**src/rtl/sha256_stream_core.sv**
```systemverilog
// Streaming SHA-256 compression core: loads a 16-word block, runs ROUNDS_PER_CYCLE
// rounds per clock over a 16-word sliding schedule window, chains H across blocks.

module sha256_round (
    input  logic [7:0][31:0]  st_i,
    input  logic [15:0][31:0] win_i,
    input  logic [31:0]       k_i,
    output logic [7:0][31:0]  st_o,
    output logic [15:0][31:0] win_o
);
    function automatic logic [31:0] ror(input logic [31:0] x, input int unsigned n);
        return (x >> n) | (x << (32 - n));
    endfunction

    logic [31:0] a, b, c, d, e, f, g, h;
    logic [31:0] t1, t2, s0w, s1w, w1, w14;

    // Element 0 is A, element 7 is H.
    assign {h, g, f, e, d, c, b, a} = st_i;

    assign t1 = h + (ror(e, 6) ^ ror(e, 11) ^ ror(e, 25)) + ((e & f) ^ (~e & g))
              + k_i + win_i[0];
    assign t2 = (ror(a, 2) ^ ror(a, 13) ^ ror(a, 22)) + ((a & b) ^ (a & c) ^ (b & c));
    assign st_o = {g, f, e, d + t1, c, b, a, t1 + t2};

    // Window head is W[t]; the new tail is W[t+16].
    assign w1   = win_i[1];
    assign w14  = win_i[14];
    assign s0w  = ror(w1, 7) ^ ror(w1, 18) ^ (w1 >> 3);
    assign s1w  = ror(w14, 17) ^ ror(w14, 19) ^ (w14 >> 10);
    assign win_o = {s1w + win_i[9] + s0w + win_i[0], win_i[15:1]};
endmodule

module sha256_stream_core #(
    parameter int ROUNDS_PER_CYCLE = 1,
    parameter int FEED_FORWARD     = 1
) (
    input  logic         clk,
    input  logic         rst_n,
    input  logic         abort,
    input  logic         msg_valid,
    output logic         msg_ready,
    input  logic [31:0]  msg_word,
    input  logic         msg_first,
    output logic         busy,
    output logic         digest_valid,
    input  logic         digest_ready,
    output logic [255:0] digest
);
    localparam int NCYC  = 64 / ROUNDS_PER_CYCLE;
    localparam int LOG2R = (ROUNDS_PER_CYCLE == 4) ? 2 : (ROUNDS_PER_CYCLE == 2) ? 1 : 0;
    localparam logic [5:0] LAST_CYC = 6'(NCYC - 1);

    localparam logic [7:0][31:0] IV = {
        32'h5be0cd19, 32'h1f83d9ab, 32'h9b05688c, 32'h510e527f,
        32'ha54ff53a, 32'h3c6ef372, 32'hbb67ae85, 32'h6a09e667};

    localparam logic [64*32-1:0] K_TAB = {
        32'h428a2f98, 32'h71374491, 32'hb5c0fbcf, 32'he9b5dba5, 32'h3956c25b, 32'h59f111f1, 32'h923f82a4, 32'hab1c5ed5,
        32'hd807aa98, 32'h12835b01, 32'h243185be, 32'h550c7dc3, 32'h72be5d74, 32'h80deb1fe, 32'h9bdc06a7, 32'hc19bf174,
        32'he49b69c1, 32'hefbe4786, 32'h0fc19dc6, 32'h240ca1cc, 32'h2de92c6f, 32'h4a7484aa, 32'h5cb0a9dc, 32'h76f988da,
        32'h983e5152, 32'ha831c66d, 32'hb00327c8, 32'hbf597fc7, 32'hc6e00bf3, 32'hd5a79147, 32'h06ca6351, 32'h14292967,
        32'h27b70a85, 32'h2e1b2138, 32'h4d2c6dfc, 32'h53380d13, 32'h650a7354, 32'h766a0abb, 32'h81c2c92e, 32'h92722c85,
        32'ha2bfe8a1, 32'ha81a664b, 32'hc24b8b70, 32'hc76c51a3, 32'hd192e819, 32'hd6990624, 32'hf40e3585, 32'h106aa070,
        32'h19a4c116, 32'h1e376c08, 32'h2748774c, 32'h34b0bcb5, 32'h391c0cb3, 32'h4ed8aa4a, 32'h5b9cca4f, 32'h682e6ff3,
        32'h748f82ee, 32'h78a5636f, 32'h84c87814, 32'h8cc70208, 32'h90befffa, 32'ha4506ceb, 32'hbef9a3f7, 32'hc67178f2};

    if (ROUNDS_PER_CYCLE != 1 && ROUNDS_PER_CYCLE != 2 && ROUNDS_PER_CYCLE != 4) begin : g_bad_rpc
        $error("sha256_stream_core: ROUNDS_PER_CYCLE must be 1, 2 or 4");
    end

    typedef enum logic [2:0] {IDLE, LOAD, ROUND, FINAL, OUT} state_t;

    state_t            state_q;
    logic [3:0]        wcnt_q;
    logic [5:0]        rnd_q;
    logic [7:0][31:0]  st_q, chain_q, st_d, ff_sum;
    logic [15:0][31:0] w_q, w_d;
    logic              msg_ready_q, busy_q, dvalid_q;
    logic [255:0]      digest_q;
    logic              msg_xfer;

    function automatic logic [255:0] pack(input logic [7:0][31:0] v);
        logic [255:0] r;
        r = '0;
        for (int i = 0; i < 8; i++) r[255 - 32*i -: 32] = v[i];
        return r;
    endfunction

    // Unrolled round chain; stage j uses K[rnd*R + j].
    for (genvar j = 0; j < ROUNDS_PER_CYCLE; j++) begin : g_rnd
        logic [7:0][31:0]  st_in, st_nx;
        logic [15:0][31:0] win_in, win_nx;
        logic [5:0]        kidx;

        if (j == 0) begin : g_head
            assign st_in  = st_q;
            assign win_in = w_q;
        end else begin : g_tail
            assign st_in  = g_rnd[j-1].st_nx;
            assign win_in = g_rnd[j-1].win_nx;
        end

        assign kidx = (rnd_q << LOG2R) | 6'(j);

        sha256_round u_round (
            .st_i  (st_in),
            .win_i (win_in),
            .k_i   (K_TAB[{~kidx, 5'b0} +: 32]),
            .st_o  (st_nx),
            .win_o (win_nx)
        );
    end

    assign st_d = g_rnd[ROUNDS_PER_CYCLE-1].st_nx;
    assign w_d  = g_rnd[ROUNDS_PER_CYCLE-1].win_nx;

    always_comb begin
        ff_sum = '0;
        for (int i = 0; i < 8; i++) ff_sum[i] = chain_q[i] + st_q[i];
    end

    assign msg_xfer = msg_valid && msg_ready_q;

    always_ff @(posedge clk or negedge rst_n) begin
        if (!rst_n) begin
            state_q     <= IDLE;
            msg_ready_q <= 1'b0;
            busy_q      <= 1'b0;
            dvalid_q    <= 1'b0;
            digest_q    <= '0;
            chain_q     <= IV;
            st_q        <= '0;
            w_q         <= '0;
            wcnt_q      <= '0;
            rnd_q       <= '0;
        end else if (abort) begin
            state_q     <= IDLE;
            msg_ready_q <= 1'b1;
            busy_q      <= 1'b0;
            dvalid_q    <= 1'b0;
            chain_q     <= IV;
            wcnt_q      <= '0;
            rnd_q       <= '0;
        end else begin
            unique case (state_q)
                IDLE: begin
                    msg_ready_q <= 1'b1;
                    if (msg_xfer) begin
                        w_q     <= {msg_word, w_q[15:1]};
                        st_q    <= msg_first ? IV : chain_q;
                        if (msg_first) chain_q <= IV;
                        wcnt_q  <= 4'd1;
                        busy_q  <= 1'b1;
                        state_q <= LOAD;
                    end
                end
                LOAD: begin
                    if (msg_xfer) begin
                        w_q    <= {msg_word, w_q[15:1]};
                        wcnt_q <= wcnt_q + 4'd1;
                        if (wcnt_q == 4'd15) begin
                            msg_ready_q <= 1'b0;
                            rnd_q       <= '0;
                            state_q     <= ROUND;
                        end
                    end
                end
                ROUND: begin
                    st_q  <= st_d;
                    w_q   <= w_d;
                    rnd_q <= rnd_q + 6'd1;
                    if (rnd_q == LAST_CYC) state_q <= FINAL;
                end
                FINAL: begin
                    if (FEED_FORWARD != 0) begin
                        digest_q <= pack(ff_sum);
                        chain_q  <= ff_sum;
                    end else begin
                        digest_q <= pack(st_q);
                    end
                    dvalid_q <= 1'b1;
                    state_q  <= OUT;
                end
                OUT: begin
                    if (digest_ready) begin
                        dvalid_q    <= 1'b0;
                        busy_q      <= 1'b0;
                        msg_ready_q <= 1'b1;
                        state_q     <= IDLE;
                    end
                end
                default: state_q <= IDLE;
            endcase
        end
    end

    assign msg_ready    = msg_ready_q;
    assign busy         = busy_q;
    assign digest_valid = dvalid_q;
    assign digest       = digest_q;
endmodule

```
**config.mk**
```make
export PLATFORM = sky130hd
export DESIGN_NAME = sha256_stream_core
export DESIGN_NICKNAME = d
export VERILOG_FILES = /design/src/rtl/sha256_stream_core.sv
export SDC_FILE = /design/constraint.sdc
export NUM_CORES = 2
export LEC_CHECK = 0
export ABC_AREA = 1
export CORE_ASPECT_RATIO = 1.2
export CORE_MARGIN = 3
export CORE_UTILIZATION = 50
export CTS_CLUSTER_DIAMETER = 100
export DETAILED_ROUTE_END_ITERATION = 8
export PLACE_DENSITY = 0.7
export SETUP_SLACK_MARGIN = 0.5
export SYNTH_ARGS = -nofsm -noshare
export SYNTH_HDL_FRONTEND = slang
export SYNTH_SLANG_ARGS = --single-unit
```
**constraint.sdc**
```tcl
create_clock -name clk -period 8.49 [get_ports clk]
set_input_delay 1.698 -clock clk [delete_from_list [all_inputs] [get_ports clk]]
set_output_delay 1.698 -clock clk [all_outputs]
set_load 0.05 [all_outputs]
```
; ---- After elaboration in Yosys (flattened, before gate mapping)
; Index checks and enable logic that the tools add are counted.
[totals]
in_bits = 38
mem_count = 0
romBits = 0
latchBits = 0
ram_bits = 0
register_bits = 1296
[classes]
bitwise_logic = 29
add_sub_neg = 20
magnitude_cmp = 0
div = 0
n_shift = 1
n_reduce_logical = 21
eq_ne = 13
mux = 33
n_mul = 0
[op_table]
columns = operator, n
row1 = $shiftx 2048x12->32 const A, 1
row2 = $pmux 256 s2, 2
row3 = $pmux 512 s2, 1
row4 = $mux 256, 3
row5 = $add 32x32->32, 18
row6 = $mux 512, 1
row7 = $xor 32x32->32, 9
row8 = $and 32x32->32, 5
row9 = $not 32->32, 1
row10 = $or 10x32->32, 1
row11 = $or 13x32->32, 1
row12 = $or 14x32->32, 1
row13 = $or 15x32->32, 1
row14 = $or 19x32->32, 1
row15 = $or 21x32->32, 1
row16 = $or 25x32->32, 1
row17 = $or 26x32->32, 1
row18 = $or 30x32->32, 1
row19 = $or 7x32->32, 1
row20 = $xor 32x22->32, 1
row21 = $xor 32x29->32, 1
row22 = $mux 3, 6
row23 = $mux 6, 3
row24 = $ne 3x3->1 const B, 5
row25 = other kinds (28), 50

; ---- Longest topological paths before layout
[depth]
ltp_word = 9
mapped_depth = 40
ltp_nobuf = 40

; ---- Modules after synthesis
; From an unflattened synthesis, not the netlist that was laid out.
[unflattened]
hier_cells = 13975
area_unflattened_um2 = 97847.6
[modules_own_cells]
columns = module, instances, area_per_inst_um2, seq_area_each_um2, cells_per_inst
row1 = sha256_stream_core, 1, 77360.4, 32601.3, 11093
row2 = sha256_round, 1, 20487.1, 0.0, 2882

; ---- Least setup slack after synthesis
; Ideal clock, no wire load.
[synth_timing]
path_kind = reg-to-reg
startpoint = register rnd_q[1], in the netlist g_rnd[0].kidx[1]
endpoint = register st_q, in the netlist g_rnd[0].st_in[23]
setup_ns = 0.123
arrival_ns = 6.293
t_required_ns = 8.367
path_buffers = 0
slack_ns = 2.074
path_stages_with_launch = 34
path_cell_list = dfrtp_1 > inv_1 > ha_1 > nand2_1 > nand2_1 > o21ai_0 > o21ai_0 > a22oi_1 > nor2_1 > a2111oi_0 > fa_1 > fa_1 > nand3b_1 > nand2_1 > nand2_1 > nand2_1 > inv_1 > o21bai_1 > a21boi_0 > o21bai_1 > xor2_1 > inv_1 > fa_1 > inv_1 > ha_1 > nand2_1 > nor2_1 > nand3_1 > o21ai_0 > a21oi_1 > o21bai_1 > nor2_1 > o21ai_0 > nand2_1
[synth_via]
elab_chain_len = 6
[synth_lines]
columns = element, line_no
row1 = from (decl), 76  ; logic [5:0] rnd_q;
row2 = from (signal assigned), 172  ; rnd_q <= rnd_q + 6'd1;
row3 = $not 6->6, 109  ; .k_i (K_TAB[{~kidx, 5'b0} +: 32]),
row4 = $shiftx 2048x12->32, 109
row5 = $add 32x32->32 (2 in series), 22  ; + k_i + win_i[0];
row6 = $add 32x32->32, 24  ; assign st_o = {g, f, e, d + t1, c, b, a, t1 + t2};
row7 = $pmux 256 s2, 146  ; unique case (state_q)
row8 = to (signal assigned), 151  ; st_q <= msg_first ? IV : chain_q;
row9 = to (signal assigned), 170  ; st_q <= st_d;
row10 = to (decl), 77  ; logic [7:0][31:0] st_q, chain_q, st_d, ff_sum;
; No other way between the ends.
; A chain may end at the register's enable or synchronous reset.

; ---- Worst setup path after layout
[layout_timing]
startpoint = register st_q, in the netlist g_rnd[0].st_in[133]
endpoint = register st_q, in the netlist g_rnd[0].st_in[31]
[layout_via]
elab_chain_len = 9
word_cells_on_any_way = 15
classes_between = 5 x add/sub / 1 x mux / 9 x bitwise
[layout_lines]
columns = element, line_no
row1 = $or 21x32->32 / $or 26x32->32 (equally long branches), 12  ; return (x >> n) | (x << (32 - n));
row2 = $xor 32x32->32 (2 in series), 21  ; assign t1 = h + (ror(e, 6) ^ ror(e, 11) ^ ror(e, 25)) + ((e & f) ^ (~e & g))
row3 = $add 32x32->32, 21
row4 = $add 32x32->32 (*), 21
row5 = $add 32x32->32 (*) (2 in series), 22
row6 = $add 32x32->32 (*), 24
row7 = $pmux 256 s2 (*), 146
; Every way passes the cells marked *; elsewhere a longest branch is shown, timed or not.

==> results.tsv <==
metric	value	unit
routed wire length	372200	µm
RSZ-0062 raised after global routing	yes	
Worst Tran Pin Value	1.532	ns
Core ar.	0.1693	mm²
post-route clock period utilization	88.85	%
std cell rows	165	
RR Endpoint	g_rnd[0].st_in[31]	
Area Growth Syn to Fin	12.43	%
Max Slew Vio Count	3	
reg2reg setup slack	0.95	ns
Clock Pin Slew Worst Setup and Hold Paths	0.06	ns
top cells by area, synth	dfrtp_1 (34%), nand2_1 (14%), a21oi_1 (6.1%)	
DR DRC count	0	
EDFF count, synth	0	
clock buffer depth	3	
hold depth	2	
die width	383.8	µm
Final GP Congestion	1.100	
Synth Area per Inst	7.443	µm²
Critical Path Max Stage Delay	0.91	ns
hold slack	0.4659	ns
#FFs+latches synth	1296	
CTS tree	built	
worst path required time	9.20	ns
post-synth top area cell	dfrtp_1	
Clock Sinks	1296	
Setup crit end kind	register	
Final Skew	0.04975	ns
Mapped Cells	11510	
Root Driver	clkbuf_16	
TNS Setup	0	ns
cts bufs inserted	143	
initial antenna violation count	15	
CP dominant cell by count	nand2_1	
total congestion overflow	0	
vias in the first global route	80480	
reg2reg start	g_rnd[0].st_in[133]	
R2R depth	31	
Worst Path Max Fanout	7	
Net Count, Synth	12140	
Critical Path Start Type	register	
Final Hold Viols	0	
hold_sp	g_rnd[0].win_in[184]	
FMAX	0.1326	GHz
DP HPWL	284400	µm
asr flop ratio synth	100.0	%
worst hold endpoint	g_rnd[0].win_in[152]	
Setup CP Type	reg2reg	
initial drt markers	9023	
leading cell types in the layout, fill and taps excluded	nand2_1 (3,298), inv_1 (1,164), dfrtp_1 (1,160), a21oi_1 (1,043), o21ai_0 (989)	
worst skew pair latency	0.83	ns
routed vias	83010	
sequential share of the synthesized area	38.06	%
maximum capacitance violations	1	
Synth Warn #	0	
vias per cell	5.932	
DR pass1 iterations	9	
global-route wire length before repair	539200	µm
die height	459.4	µm
die area	0.1763	mm²
Slew HR	-3.224	%
violated checks	max-capacitance violations, max-slew violations	
CP max-delay cell	o21ai_0	
share of layout cells above drive strength 1	5.592	%
routed length per instance	26.60	µm
final net count	12240	
arrival time worst endpoint	8.25	ns
Top FF cell, synth	dfrtp_1	
gr usage total	41.68	%
outcome	complete, but fails checks	
# port buffers	296	
worst min-delay path category	reg2reg	
DRT antenna net count	0	
largest net degree at the start of global routing	211	
H-tree levels	4	
top-level port count	297	
initial core utilization	50.60	%
Final min period	7.543	ns
final setup violation count	0	
Cell variety after synth	55	
commonest non-fill, non-tap cell in the layout	nand2_1	
Synth Cell Area	0.08565	mm²
Synth top area share	33.89	%
[registers in the layout, indices dropped and copies added (netlist names)]
register / cells
state_q: 3
busy: 1
chain_q: 256
digest: 256
digest_valid: 1
g_rnd.kidx: 6
wcnt_q: 4
g_rnd.st_in: 256
msg_ready: 1
g_rnd.win_in: 512
[through the flow]
stage	utilization, %	std cells	worst slack, ns	cell area [µm²]
floorplan	-	11510	2.074	85650
global placement	53.82	13720	0.8933	91110
detailed placement	53.82	13720	0.9724	91110
CTS	56.86	13980	0.9292	96250
global route	56.87	13990	0.4698	96280
finish	56.89	13990	0.9467	96300
[critical path, delay by kind of cell (launching register included)]
kind                     cells  cell delay (ns)
flip-flops                   1             0.53
AND/OR/NAND/NOR             12             1.52
AO/OA/AOI/OAI                8             2.31
buffers and inverters        5             0.41
adder cells (fa/ha/maj)      6             2.72
[final cells by class]
type,count,area (µm²)
tap,2254,2820
fill,15890,72990
inverter,1178,4453
clock buffer,202,4090
antenna,8,20.02
clock inverter,63,1055
timing repair buffer,510,4826
sequential,1296,32600
multi-input combinational,8482,46440
[worst max path at each step]
stage                         from             endpoint  cells past startpoint  slack (ns)
5_1_grt           g_rnd[0].kidx[0]   g_rnd[0].st_in[26]                     39        0.47
3_5_place_dp      g_rnd[0].kidx[0]   g_rnd[0].st_in[23]                     36        0.97
2_1_floorplan     g_rnd[0].kidx[1]   g_rnd[0].st_in[23]                     33        2.07
6_report       g_rnd[0].st_in[133]   g_rnd[0].st_in[31]                     31        0.95
4_1_cts           g_rnd[0].kidx[0]   g_rnd[0].st_in[30]                     38        0.93
3_3_place_gp      g_rnd[0].kidx[0]  g_rnd[0].st_in[153]                     29        0.89
[cells in the mapped netlist, types with 3 or more instances]
master / instances
a211oi_1: 5
o221a_2: 12
a21o_1: 28
inv_1: 1166
a21oi_1: 1043
clkbuf_1: 371
xnor2_1: 210
buf_2: 150
nand3b_1: 17
a31oi_1: 72
a22oi_1: 18
o41ai_1: 3
a32o_1: 15
o311ai_0: 5
nor2_1: 906
nand2_1: 3298
a22o_1: 49
nor3_1: 130
dfstp_2: 136
o21ai_0: 992
nand4_1: 54
o211a_1: 6
nor4_1: 31
a311oi_1: 3
xor2_1: 225
ha_1: 394
and2_1: 3
nor2_2: 3
or2_2: 29
o21a_1: 117
o211ai_1: 55
o31ai_1: 18
a21boi_0: 21
o21bai_1: 45
inv_2: 10
dfrtp_1: 1160
o221ai_1: 21
nand3_1: 387
buf_1: 29
o21ai_1: 24
a221oi_1: 7
o22ai_1: 26
fa_1: 195
[layer usage]
metal / track usage (%) / vias up / part of all wire, %
li1: - / 37640 / -
met1: 47.43 / 39970 / 35
met2: 66.50 / 4140 / 45
met3: 7.896 / 1247 / 7.9
met4: 37.76 / 14 / 11
met5: 0 / - / 0.025
[cells by family (layout without fill, tap and decap cells)]
| kind of cell | Yosys count | after routing | synth area share (%) |
|---|---|---|---|
| other | 0 | 8 | 0 |
| XOR/XNOR | 435 | 435 | 4.448 |
| AND/OR/NAND/NOR | 4866 | 4866 | 22.55 |
| flip-flops | 1296 | 1296 | 38.06 |
| AO/OA/AOI/OAI | 2592 | 2592 | 16.81 |
| buffers and inverters | 1730 | 1953 | 7.809 |
| adder cells (fa/ha/maj) | 589 | 589 | 10.31 |
[what timing repair did]
| action | CTS | global route |
|---|---|---|
| setup endpoints to repair | 0 | 14 |
| gates resized for setup | 0 | 6 |
| hold buffers | 0 | 0 |
| buffers inserted | 0 | 0 |
Power is not shown: default switching activity piles up to over one toggle a cycle in this logic, so the estimate is an artifact.
